[config.mk]
export PLATFORM = sky130hd
export DESIGN_NAME = frame_scheduler
export DESIGN_NICKNAME = d
export VERILOG_FILES = /design/src/rtl/frame_scheduler.sv
export SDC_FILE = /design/constraint.sdc
export NUM_CORES = 1
export LEC_CHECK = 0
export CORE_ASPECT_RATIO = 0.9
export CORE_MARGIN = 1
export CORE_UTILIZATION = 31
export CTS_CLUSTER_DIAMETER = 50
export DETAILED_ROUTE_END_ITERATION = 10
export GPL_TIMING_DRIVEN = 0
export PLACE_DENSITY_LB_ADDON = 0.2
export SYNTH_ARGS = -nofsm -noshare
export SYNTH_HDL_FRONTEND = slang
export SYNTH_SLANG_ARGS = --single-unit
[constraint.sdc]
create_clock -name clk -period 2.53 [get_ports clk]
set_input_delay 0.6325 -clock clk [delete_from_list [all_inputs] [get_ports clk]]
set_output_delay 0.6325 -clock clk [all_outputs]
set_load 0.05 [all_outputs]
[src/rtl/frame_scheduler.sv]
// frame_scheduler: divides clk into a fixed frame period and sequences four update phases per frame.
// Define SCHED_WATCHDOG_EN to add a per-phase watchdog that skips a stuck phase and flags timeout_err.
module frame_scheduler #(
  parameter int TICK_CYCLES    = 1_000_000,
  parameter int TIMEOUT_CYCLES = 4096,
  parameter int CNT_W          = 32
) (
  input  logic        clk,
  input  logic        rst,
  input  logic        en,
  input  logic        pause,
  input  logic        clr_err,
  input  logic [3:0]  phase_done,
  output logic        frame_tick,
  output logic [3:0]  phase_start,
  output logic [1:0]  phase_id,
  output logic        busy,
  output logic [15:0] frame_cnt,
  output logic        overrun,
  output logic        timeout_err
);

  // bit3 = waiting, bit2 = starting, bits[1:0] = phase index
  typedef enum logic [3:0] {
    S_IDLE   = 4'b0000,
    S_START0 = 4'b0100,
    S_START1 = 4'b0101,
    S_START2 = 4'b0110,
    S_START3 = 4'b0111,
    S_WAIT0  = 4'b1000,
    S_WAIT1  = 4'b1001,
    S_WAIT2  = 4'b1010,
    S_WAIT3  = 4'b1011
  } state_t;

  localparam logic [CNT_W-1:0] LAST_CNT = CNT_W'(TICK_CYCLES - 1);

  if (TICK_CYCLES < 2 || TIMEOUT_CYCLES < 1) begin : g_param_check
    $error("frame_scheduler: TICK_CYCLES must be >= 2 and TIMEOUT_CYCLES >= 1");
  end

  state_t           r_state;
  state_t           w_next;
  logic [CNT_W-1:0] r_cnt;
  logic             r_frame_tick;
  logic [1:0]       r_phase_id;
  logic [15:0]      r_frame_cnt;
  logic             r_overrun;
  logic             w_tick;
  logic             w_in_wait;
  logic             w_in_start;
  logic [1:0]       w_idx;
  logic             w_expire;
  logic             w_adv;
  logic             w_accept;
  logic             w_frame_done;
  logic [3:0]       w_start;

  // Frame tick counter: en=0 clears, pause freezes, wrap edge is the tick
  always_ff @(posedge clk or posedge rst) begin
    if (rst) begin
      r_cnt <= '0;
    end else if (!en) begin
      r_cnt <= '0;
    end else if (!pause) begin
      r_cnt <= (r_cnt == LAST_CNT) ? '0 : r_cnt + CNT_W'(1);
    end
  end

  assign w_tick     = en & ~pause & (r_cnt == LAST_CNT);
  assign w_in_wait  = r_state[3] & ~r_state[2];
  assign w_in_start = r_state[2] & ~r_state[3];
  assign w_idx      = r_state[1:0];
  assign w_adv      = w_in_wait & (phase_done[w_idx] | w_expire);

  always_comb begin
    w_next       = r_state;
    w_accept     = 1'b0;
    w_frame_done = 1'b0;
    w_start      = 4'b0000;
    if (w_in_start) begin
      w_start = 4'b0001 << w_idx;
      w_next  = state_t'({2'b10, w_idx});
    end else if (w_in_wait) begin
      if (w_adv) begin
        if (w_idx == 2'd3) begin
          // a tick landing on the final done starts the next frame without overrun
          w_frame_done = 1'b1;
          w_accept     = w_tick;
          w_next       = w_tick ? S_START0 : S_IDLE;
        end else begin
          w_next = state_t'({2'b01, w_idx + 2'd1});
        end
      end
    end else begin
      w_next = S_IDLE;
      if (r_state == S_IDLE && w_tick) begin
        w_accept = 1'b1;
        w_next   = S_START0;
      end
    end
  end

  always_ff @(posedge clk or posedge rst) begin
    if (rst) begin
      r_state      <= S_IDLE;
      r_frame_tick <= 1'b0;
      r_phase_id   <= 2'd0;
      r_frame_cnt  <= 16'd0;
      r_overrun    <= 1'b0;
    end else begin
      r_state      <= w_next;
      r_frame_tick <= w_tick;
      if (w_in_start) begin
        r_phase_id <= w_idx;
      end
      if (w_frame_done) begin
        r_frame_cnt <= r_frame_cnt + 16'd1;
      end
      if (w_tick && !w_accept) begin
        r_overrun <= 1'b1;
      end else if (clr_err) begin
        r_overrun <= 1'b0;
      end
    end
  end

`ifdef SCHED_WATCHDOG_EN
  localparam int WD_W = $clog2(TIMEOUT_CYCLES + 1);

  logic [WD_W-1:0] r_wd;
  logic            r_timeout;

  // Restarts on every non-WAIT cycle, so each WAITn begins counting from zero
  always_ff @(posedge clk or posedge rst) begin
    if (rst) begin
      r_wd      <= '0;
      r_timeout <= 1'b0;
    end else begin
      r_wd <= w_in_wait ? r_wd + WD_W'(1) : '0;
      if (w_expire && !phase_done[w_idx]) begin
        r_timeout <= 1'b1;
      end else if (clr_err) begin
        r_timeout <= 1'b0;
      end
    end
  end

  assign w_expire    = w_in_wait & (r_wd == WD_W'(TIMEOUT_CYCLES - 1));
  assign timeout_err = r_timeout;
`else
  assign w_expire    = 1'b0;
  assign timeout_err = 1'b0;
`endif

  assign frame_tick  = r_frame_tick;
  assign phase_start = w_start;
  assign phase_id    = r_phase_id;
  assign busy        = (r_state != S_IDLE);
  assign frame_cnt   = r_frame_cnt;
  assign overrun     = r_overrun;

endmodule
==> flow_metrics.py <==
metrics = {
    "hold_path": {
        "min_from": "frame_cnt[15]",
        "hold_class": "reg -> reg",
        "hold_path_end": "frame_cnt[15]",
        "min_path_cells": 1,
    },
    "worst_setup_path": {
        "critical_path.startpoint_type": "flop",
        "critPathKind": "reg -> out",
        "reg2reg_depth": 6,
        "path_buf_inv": 1,
        "worstReg2RegEnd": "r_cnt[11]",
        "crit_chain": "ha_1 -> and2_1 -> dlygate4sd2_1",
        "endpoint_kind": "output pin",
        "r2r_setup_slack_ns": 0.24,
        "critPathRequiredTime_ns": 1.90,
        "path_delay_family": "buffers and inverters",
        "arrival_ns": 1.78,
        "worst_path_max_delay_cell": "dlygate4sd2_1",
        "crit_fanout": 7,
        "reg2reg_from": "r_cnt[24]",
        "cpPeakStageDelay_ns": 0.53,
    },
    "final_layout": {
        "antenna_cells": 0,
        "fin_nets": 387,
        "synthToLayoutAreaGrowth_pct": 20.3,
        "fill_cells": 1023,
        "drive_above_1_share": 0.113,
    },
    "logic_synthesis": {
        "synthSimpleGateAreaFrac": 0.280,
        "synth_edf_count": 0,
        "synth.distinct_cells": 54,
        "async_flop_share": 1.00,
        "synth_compound_area_frac": 0.112,
        "yosysMostFrequentCell": "dfrtp_1",
        "ys_warn_count": 0,
        "syn_nets": 343,
        "synth.yosys.seq_area_share": 0.453,
        "synth_ff_type": "dfrtp_1",
        "yosysTopAreaCell": "dfrtp_1",
        "synth_mux_area_frac": 0.0210,
        "synth-xor-area-share": 0.0651,
        "yosysTopAreaCellShare": 0.453,
        "syn_area_per_cell_um2": 9.43,
        "synth.area.top_cells": "dfrtp_1 45%, nand2_1 4.4%, nand3_1 4.4%",
        "synthAdderAreaFrac": 0.0243,
        "syn_inst": 328,
        "syn_area_um2": 3090,
        "synth_common_cells": "56 x dfrtp_1, 36 x nand2_1, 27 x nand3_1",
        "synth_top_family_by_area": "simple AND/OR/NAND/NOR gates",
        "ys_ff_latch": 56,
    },
    "drt": {
        "ant_nets": 0,
        "postRouteWirelength_um": 7440,
        "drt-met1-wl_um": 3830,
        "top_layer_used": "met4",
        "wl_per_cell_um": 14.9,
        "wl_met3_um": 266,
        "wl_met2_um": 3290,
        "first_pass_iters": 4,
        "routed_via_density": 5.05,
        "dr_total_vias": 2518,
        "drc": 0,
        "drt_iter0_drc": 109,
    },
    "placed_design": {
        "gp_congestion": 0.768,
        "numPortBuffers": 33,
        "dpl.hpwl_um": 5260,
    },
    "clock_tree": {
        "holdBufCountCts": 0,
        "tritoncts": "yes",
        "cts_buffer_depth": 2,
        "clock-sinks": 56,
        "h-tree-depth": 2,
        "clock_latency_ns": 0.31,
        "cts_buffers": 5,
        "clk_pin_slew_ns": 0.10,
        "cts_root_buf": "clkbuf_8",
    },
    "power": {
        "total_power_w": 0.00167,
        "p_leak_nw": 1.55,
        "powerDensity_nw_per_um2": 449,
        "vdd_drop_max_uv": 434,
    },
    "timing": {
        "max_slew_margin": 0.555,
        "grt_setup_unrepaired": "false",
        "fin_setup_tns_ns": 0,
        "hold_viol": 0,
        "finalSetupViolations": 0,
        "max_freq_mhz": 415,
        "final.period_utilization": 0.952,
        "slew_viol_final": 0,
        "fin_crit_ns": 2.41,
        "worst_pin_slew_ns": 0.662,
        "skew_ns": 0.0122,
    },
    "status": {
        "status": "complete, no violations",
    },
    "flow_run": {
        "max_cap_violations": 0,
    },
    "grt": {
        "grt_overflow": 0,
        "grt_pass1_wl_um": 12500,
        "grt_pass1_vias": 2385,
        "antenna_found_initial": 0,
        "track_usage": 0.154,
        "grt_max_degree": 31,
    },
    "die": {
        "row_count": 34,
        "die_area_um2": 10400,
        "core_um2": 9700,
        "fp.dieH_um": 96.8,
        "ios": 35,
        "die_x_um": 107,
        "start_util": 0.319,
    },
}
-- where the power goes --
group,internal [W],switching [W]
combinational,0.0000849,0.000162
sequential,0.000911,0.0000174
clock,0.000199,0.000296
total,0.00120,0.000475
-- worst max path at each step --
stage / to / depth (start not counted) / start
global placement: r_cnt[3] / 2 / rst
CTS: r_cnt[26] / 7 / pause
global route: phase_start[3] / 3 / r_state[0]
finish: phase_start[3] / 3 / r_state[0]
floorplan: frame_cnt[0] / 1 / rst
detailed placement: r_cnt[20] / 7 / en
-- registers in the layout, summed over array words and instances (netlist names) --
register,count
phase_id,2
overrun,1
frame_tick,1
r_cnt,32
r_state,4
frame_cnt,16
-- cell usage in the layout (no fill, tap or decap), types with 3 or more instances in the layout --
cell,count
buf_4,5
a21oi_1,11
xor2_1,10
nor3_1,4
ha_1,6
clkbuf_8,5
or3_1,9
inv_1,14
clkbuf_2,5
nand2b_1,5
buf_2,3
o21ai_1,3
xnor2_1,13
o22ai_1,3
and2_1,9
clkbuf_1,7
nor4_1,4
a21o_1,3
dfrtp_1,56
and3_1,8
o21ai_0,15
a31oi_1,3
or4_1,3
clkdlybuf4s50_1,28
nand2_1,36
o211ai_1,3
nand4_1,12
dlygate4sd2_1,4
nand3_1,27
nor2_1,18
-- final cells by class --
type                    instances  area, um^2  share of cell area
plain buffers                  15        80.1              0.0215
multi-input cells             242        1580               0.424
well taps                     126         158              0.0424
flip-flops and latches         56        1400               0.377
clock inverters                 1        8.76             0.00235
inverters                      15        56.3              0.0151
clock buffers                   7        76.3              0.0205
repair buffers                 37         363              0.0975
-- layer usage --
layer  vias up  GRT usage
li1       1249          -
met1      1218      0.236
met2        46      0.223
met3         5     0.0222
met4         0     0.0400
met5         -          0
-- stage by stage --
step / area [um^2] / hold slack, ns / utilization / worst slack, ns / std cells
final: 3720 / 0.470 / 0.384 / 0.121 / 499
after global routing: 3720 / 0.520 / 0.384 / 0.00123 / 499
after CTS: 3690 / 0.481 / 0.381 / 0.0211 / 496
after detailed placement: 3600 / 0.464 / 0.371 / -0.631 / 488
after global placement: 3580 / 0.459 / 0.369 / -0.675 / 487
after floorplan: 3090 / 0.492 / - / 0.526 / 328
-- worst reg2reg max path, stage by stage, from the launching register on --
cell	delay (ns)
dfrtp_1	0.44
nor4_1	0.40
nand4b_1	0.34
o41a_1	0.47
buf_2	0.21
and3_1	0.19
a21o_1	0.14
-- logic make-up (layout without fill, tap and decap cells) --
logic type / count (synthesis) / in the layout
AOI/OAI and AO/OA: 53 / 53
adders and majority gates: 6 / 6
DFF: 56 / 56
xor gates and xnor gates: 23 / 23
other: 1 / 1
and+or+nand+nor: 154 / 154
muxes: 5 / 5
buffers and inverters: 30 / 75
-- timing repair --
| action | CTS | global route |
|---|---|---|
| endpoints found under the setup margin | 31 | 25 |
| gates resized for setup | 10 | 11 |
| pin swaps | 0 | 1 |
| setup buffers | 0 | 3 |
(Power assumes the default switching activity.)
